<file path="config.mk">
export PLATFORM = sky130hd
export DESIGN_NAME = board_7seg_bcd_display
export DESIGN_NICKNAME = d
export VERILOG_FILES = /design/src/rtl/board_7seg_bcd_display.sv
export SDC_FILE = /design/constraint.sdc
export NUM_CORES = 1
export LEC_CHECK = 0
export CAP_MARGIN = 25
export CORE_MARGIN = 2
export CORE_UTILIZATION = 61
export DETAILED_ROUTE_END_ITERATION = 12
export PLACE_DENSITY_LB_ADDON = 0.25
export SKIP_CTS_REPAIR_TIMING = 1
export SLEW_MARGIN = 40
export SYNTH_ARGS = -nofsm -noshare
export SYNTH_HDL_FRONTEND = slang
export SYNTH_SLANG_ARGS = --single-unit
</file>
<file path="constraint.sdc">
create_clock -name clk -period 4.68 [get_ports clk]
set_clock_uncertainty 0.1 [all_clocks]
set_input_delay 0.936 -clock clk [delete_from_list [all_inputs] [get_ports clk]]
set_output_delay 0.936 -clock clk [all_outputs]
set_load 0.01 [all_outputs]
</file>
<file path="src/rtl/board_7seg_bcd_display.sv">
// Binary switch value to four 7-segment digits via a continuous 16-cycle double-dabble engine.
// Optional leading-zero blanking under BOARD_7SEG_LZB_EN; outputs update once per conversion.
module board_7seg_bcd_display (
    input  logic        clk,
    input  logic        reset,
    input  logic [13:0] sw,
    output logic [6:0]  segment_1000,
    output logic [6:0]  segment_100,
    output logic [6:0]  segment_10,
    output logic [6:0]  segment_1
);
    localparam logic [1:0] LOAD  = 2'd0;
    localparam logic [1:0] SHIFT = 2'd1;
    localparam logic [1:0] DONE  = 2'd2;

    localparam logic [6:0] SEG_BLANK = 7'h7F;
    localparam logic [6:0] SEG_DASH  = 7'h3F;

    logic [1:0]  state;
    logic [1:0]  prime;
    logic [3:0]  iter;
    logic [13:0] sw_meta;
    logic [13:0] sw_sync;
    logic [13:0] bin;
    logic [15:0] bcd;
    logic [15:0] bcd_adj;
    logic        ovf;
    logic        blank_1000;
    logic        blank_100;
    logic        blank_10;

    function automatic logic [6:0] enc(input logic [3:0] d);
        case (d)
            4'd0:    enc = 7'h40;
            4'd1:    enc = 7'h79;
            4'd2:    enc = 7'h24;
            4'd3:    enc = 7'h30;
            4'd4:    enc = 7'h19;
            4'd5:    enc = 7'h12;
            4'd6:    enc = 7'h02;
            4'd7:    enc = 7'h78;
            4'd8:    enc = 7'h00;
            4'd9:    enc = 7'h10;
            default: enc = SEG_BLANK;
        endcase
    endfunction

    function automatic logic [3:0] adj3(input logic [3:0] d);
        adj3 = (d >= 4'd5) ? d + 4'd3 : d;
    endfunction

    always_comb begin
        bcd_adj = {adj3(bcd[15:12]), adj3(bcd[11:8]), adj3(bcd[7:4]), adj3(bcd[3:0])};
    end

    always_comb begin
        blank_1000 = 1'b0;
        blank_100  = 1'b0;
        blank_10   = 1'b0;
`ifdef BOARD_7SEG_LZB_EN
        blank_1000 = (bcd[15:12] == 4'd0);
        blank_100  = blank_1000 && (bcd[11:8] == 4'd0);
        blank_10   = blank_100 && (bcd[7:4] == 4'd0);
`endif
    end

    // LOAD idles for two cycles after reset so the first capture sees a primed synchronizer.
    always_ff @(posedge clk or posedge reset) begin
        if (reset) begin
            state        <= LOAD;
            prime        <= 2'd0;
            iter         <= 4'd0;
            sw_meta      <= 14'd0;
            sw_sync      <= 14'd0;
            bin          <= 14'd0;
            bcd          <= 16'd0;
            ovf          <= 1'b0;
            segment_1000 <= SEG_BLANK;
            segment_100  <= SEG_BLANK;
            segment_10   <= SEG_BLANK;
            segment_1    <= SEG_BLANK;
        end else begin
            sw_meta <= sw;
            sw_sync <= sw_meta;
            case (state)
                LOAD: begin
                    if (prime != 2'd2) begin
                        prime <= prime + 2'd1;
                    end else begin
                        bin   <= sw_sync;
                        ovf   <= (sw_sync > 14'd9999);
                        bcd   <= 16'd0;
                        iter  <= 4'd0;
                        state <= SHIFT;
                    end
                end
                SHIFT: begin
                    bcd  <= {bcd_adj[14:0], bin[13]};
                    bin  <= {bin[12:0], 1'b0};
                    iter <= iter + 4'd1;
                    if (iter == 4'd13) begin
                        state <= DONE;
                    end
                end
                DONE: begin
                    if (ovf) begin
                        segment_1000 <= SEG_DASH;
                        segment_100  <= SEG_DASH;
                        segment_10   <= SEG_DASH;
                        segment_1    <= SEG_DASH;
                    end else begin
                        segment_1000 <= blank_1000 ? SEG_BLANK : enc(bcd[15:12]);
                        segment_100  <= blank_100  ? SEG_BLANK : enc(bcd[11:8]);
                        segment_10   <= blank_10   ? SEG_BLANK : enc(bcd[7:4]);
                        segment_1    <= enc(bcd[3:0]);
                    end
                    state <= LOAD;
                end
                default: state <= LOAD;
            endcase
        end
    end
endmodule

</file>
**Word level (Yosys, flattened, before mapping)**

Memory sizes are Yosys's and may differ from the RTL's.
Cells that the tools add are included.

- Input port bits: 16
- Output and inout port bits: 28
- Memories: 4
- Flip-flop bits (word level): 95
- Memory bits (read-only): 448
- Logic and storage cells: 57

Memories:

| memory | depth | width | read ports | clocked after memory_dff | write ports | line | source |
|---|---|---|---|---|---|---|---|
| (name not given) | 16 | 7 | 1 | 0 | 0 | 33 | `case (d)` |
| (name not given) | 16 | 7 | 1 | 0 | 0 | 33 |  |
| (name not given) | 16 | 7 | 1 | 0 | 0 | 33 |  |
| (name not given) | 16 | 7 | 1 | 0 | 0 | 33 |  |

- Magnitude comparators: 5
- Reductions and logical operators: 6
- Bitwise operators: 1
- Muxes and demuxes: 17
- $add $sub $neg: 6
- Eq/ne operators: 6

Operator list:

| kind | number |
|---|---|
| 16-bit one-hot mux with 2 select lines | 1 |
| 7-bit 2-to-1 mux | 4 |
| 14-bit one-hot mux with 2 select lines | 1 |
| 4-bit by 3-bit >= comparator with 1-bit output (second input constant) | 4 |
| 16-bit 2-to-1 mux | 1 |
| 4-bit 2-to-1 mux | 4 |
| 14-bit greater-than comparator (second input constant) | 1 |
| 14-bit 2-to-1 mux | 1 |
| 4-bit by 2-bit adder with 4-bit output (second input constant) | 3 |
| 4-bit one-hot mux with 2 select lines | 1 |
| 2-bit AND reduction | 4 |
| 2-bit != test (second input constant) | 3 |
| 4-bit by 1-bit adder with 4-bit output (second input constant) | 1 |
| 4-bit equality test (second input constant) | 1 |
| 2-bit 2-to-1 mux | 2 |
| 2-bit one-hot mux with 2 select lines | 1 |
| 3-bit by 2-bit adder with 3-bit output (second input constant) | 1 |
| 3-bit 2-to-1 mux | 1 |
| 2-bit by 1-bit adder with 2-bit output (second input constant) | 1 |
| 2-bit by 1-bit equality test with 1-bit output (second input constant) | 1 |
| 2-bit equality test (second input constant) | 1 |
| 2-bit logical NOT | 1 |
| 2-bit nonzero test | 1 |
| 1-bit NOT | 1 |

**Logic depth before layout (Yosys ltp)**

- Depth after elaboration: 3
- Gate-level depth with buffers: 7
- Gate-level depth less buffers: 6

**Worst setup path before layout**

Ideal clock, no wire load.

- Path kind: register -> output
- Start: register segment_1000[0]
- End: output port segment_1000[0]
- Path buffers: 0
- Required time: 3.644 ns
- Arrival: 0.529 ns
- Stages on the path, launching flop included: 1
- Slack: 3.115 ns
- Cell sequence: dfstp_2

RTL lines:

| item | line | source |
|---|---|---|
| start, declared | 7 | `output logic [6:0] segment_1000,` |
| start signal, assigned | 112 | `segment_1000 <= blank_1000 ? SEG_BLANK : enc(bcd[15:12]);` |

No word-level cell between the ends.

**Worst setup path after layout**

- Start: register segment_1[5]
- End: output port segment_1[5]

RTL lines:

| item | line | source |
|---|---|---|
| start, declared | 10 | `output logic [6:0] segment_1` |
| start signal, assigned | 115 | `segment_1 <= enc(bcd[3:0]);` |

No word-level cell between the ends.

==> results_dict.tcl <==
set metrics [dict create \
    setup.worst_path.end_class "output pin" \
    port_bufs 43 \
    detail_route.first_pass.iterations 4 \
    slowest_delay_ns 0.55 \
    fmax_mhz 402 \
    fin_crit_sh_pct 53.2 \
    synth_fp_nets 458 \
    die_h_um 89.8 \
    slew_violations 0 \
    layout-area-overhead-vs-synth_pct 13.4 \
    maxCapViolations 0 \
    detail_route.wl_per_cell_um 14.3 \
    dpl_cell_area_um2 4890 \
    crit_path_top_delay_cell "sky130_fd_sc_hd__clkdlybuf4s50_1" \
    detail_route.vias_per_cell 5.64 \
    result_of_the_run "complete, no violations" \
    cts_tree "built" \
    final_hold_viol_count 0 \
    core_area_um2 7180 \
    worst_hold_path_type "reg -> reg" \
    share_of_post_route_cells_with_drive_strength_above_1_pct 12.3 \
    floorplan.initialDensity_pct 62.5 \
    grt_remaining_overflow 0 \
    synth_ff_type "sky130_fd_sc_hd__dfrtp_1" \
    drc 0 \
    cts_made_buffers 9 \
    total_number_of_nets_in_the_final_design 490 \
    drt_first_iter_violations 117 \
    first_global_vias 3034 \
    wp_buf_inv 1 \
    post-route-min-period_ns 2.49 \
    clk_root_buffer_cell "sky130_fd_sc_hd__clkbuf_8" \
    clock_sink_count 95 \
    syn_avg_cell_area_um2 10.7 \
    report.final.setup_viol 0 \
    layout.cells.most_common_list "67 x sky130_fd_sc_hd__dfrtp_1, 43 x sky130_fd_sc_hd__clkdlybuf4s50_1, 40 x sky130_fd_sc_hd__o21ai_0, 34 x sky130_fd_sc_hd__a21oi_1, 31 x sky130_fd_sc_hd__nor2_1" \
    die_outline_area_um2 8060 \
    row_count 31 \
    place_hpwl_um 5410 \
    vias 3129 \
    antenna-diode-count 0 \
    post_synth_inst_count 419 \
    track_usage_pct 21.4 \
    critPathRequiredTime_ns 3.64 \
    timing_worst_slew_pin_value_ns 0.695 \
    vdd_ir_drop_max_uv 253 \
    synth.lib_cells_used.distinct 42 \
    clkLatencyLatePin_ns 0.37 \
    report.power.total_uw 2930 \
    p_leak_uw 0.00214 \
    clockBufferDepth 2 \
    mappedNetlistArea_um2 4490 \
    synth_enable_flop_cells 0 \
    worst-path-max-fanout 2 \
    p_per_area_nw_per_um2 575 \
    yosysWarningCount 0 \
    worst_hold_slack_ns 0.242 \
    utilization_pct 70.9 \
    cts.htree.levels 3 \
    clkSlewWorstSetupHoldPaths_ns 0.10 \
    drt_wl_total_um 7950 \
    synth-async-reset-ratio_pct 100 \
    worstPathCellList "clkdlybuf4s50_1" \
    mostFrequentLayoutCell "sky130_fd_sc_hd__dfrtp_1" \
    design_area_um2 5090 \
    drtAntennaViolNets 0 \
    ios 44 \
    grt_setup_unrepaired "no" \
    grt_start_max_net_pins 43 \
    number_of_antenna_violations_at_the_first_check_in_global_routing 0 \
    critical_path.startpoint_type "register" \
    worst_ep_arrival_time_ns 1.45 \
    slew-limit-headroom_pct 53.6 \
    n_fill_cell 545 \
    die_w_um 89.8 \
    place.gp.congestion 0.825 \
    final.setup.tns_ns 0 \
    synth_seq_cells 95 \
    yosysSeqAreaShare_pct 53.8 \
    crit_type "reg -> out" \
    category_of_cells_accounting_for_the_largest_share_of_critical_path_delay "buffers and inverters" \
    grt_pass1_wl_um 14100 \
]
==> metrics by stage <==
step / setup WS, ns / cells
2_1_floorplan: 1.21 / 419
3_3_place_gp: 2.30 / 539
3_5_place_dp: 2.29 / 539
4_1_cts: 2.18 / 555
5_1_grt: 2.15 / 555
6_report: 2.19 / 555
==> power by group <==
| group | internal [µW] | switching, µW | leakage (µW) | total [µW] |
|---|---|---|---|---|
| registers | 1080 | 244 | 0.00111 | 1330 |
| clock network | 251 | 290 | 0.0000973 | 541 |
| logic | 567 | 491 | 0.000937 | 1060 |
| total | 1900 | 1020 | 0.00214 | 2930 |
==> cells in the mapped netlist, types with 5 or more instances <==
library cell	n	area [µm²]
sky130_fd_sc_hd__mux2i_1	8	80.1
sky130_fd_sc_hd__a22oi_1	14	105
sky130_fd_sc_hd__dfrtp_1	67	1680
sky130_fd_sc_hd__buf_6	8	90.1
sky130_fd_sc_hd__a21oi_1	34	170
sky130_fd_sc_hd__nand2_1	30	113
sky130_fd_sc_hd__buf_2	8	40.0
sky130_fd_sc_hd__o21ai_1	6	30.0
sky130_fd_sc_hd__nor2_1	31	116
sky130_fd_sc_hd__ha_1	23	288
sky130_fd_sc_hd__o21ai_0	40	200
sky130_fd_sc_hd__a22o_1	6	52.6
sky130_fd_sc_hd__nor3b_1	5	37.5
sky130_fd_sc_hd__nand2b_1	8	50.1
sky130_fd_sc_hd__xnor2_1	9	78.8
sky130_fd_sc_hd__inv_1	20	75.1
sky130_fd_sc_hd__o22a_1	14	123
sky130_fd_sc_hd__a211oi_1	5	37.5
sky130_fd_sc_hd__clkbuf_1	7	26.3
sky130_fd_sc_hd__nor2b_1	16	100
sky130_fd_sc_hd__dfstp_2	28	736
==> flip-flops by register name, summed over array words and instances (netlist names) <==
register,count
segment_10,7
sw_sync,14
segment_100,7
ovf,1
segment_1000,7
prime,2
iter,4
sw_meta,14
bin,14
state,2
segment_1,7
bcd,16
==> routing by layer <==
layer | track usage [%] | up-vias | part of all wire [%]
li1 | - | 1520 | -
met1 | 29.6 | 1538 | 47
met2 | 34.2 | 60 | 48
met3 | 3.35 | 11 | 3.4
met4 | 9.23 | 0 | 1.7
met5 | 0 | - | 0
==> kinds of logic (layout without fill, tap and decap cells) <==
group	Yosys count	in the layout	share of synthesized area [%]
xor+xnor	10	10	1.95
fa+ha+maj	23	23	6.41
mux	8	8	1.78
flops	95	95	53.8
compound gates	134	134	18.8
buf+inv	46	83	5.66
simple gates	103	103	11.6
==> layout make-up <==
cell class | instances | area, µm² | area share [%]
tap | 99 | 124 | 2.43
multi-input combinational | 278 | 1820 | 35.8
inverter | 20 | 76.3 | 1.50
timing repair buffer | 47 | 460 | 9.05
clock buffer | 10 | 128 | 2.51
sequential | 95 | 2410 | 47.4
clock inverter | 6 | 68.8 | 1.35
==> worst paths after layout <==
kind,to,slack (ns),depth (start not counted),from
min in group asynchronous,bin[3],0.88,2,reset
hold / removal,sw_sync[1],0.24,0,sw_meta[1]
hold reg to reg,sw_sync[1],0.24,0,sw_meta[1]
max in group asynchronous,segment_1[4],2.72,3,reset
setup / recovery,segment_1[5],2.19,1,segment_1[5]
setup reg to reg,iter[3],2.63,6,prime[0]
(Power assumes the default switching activity.)
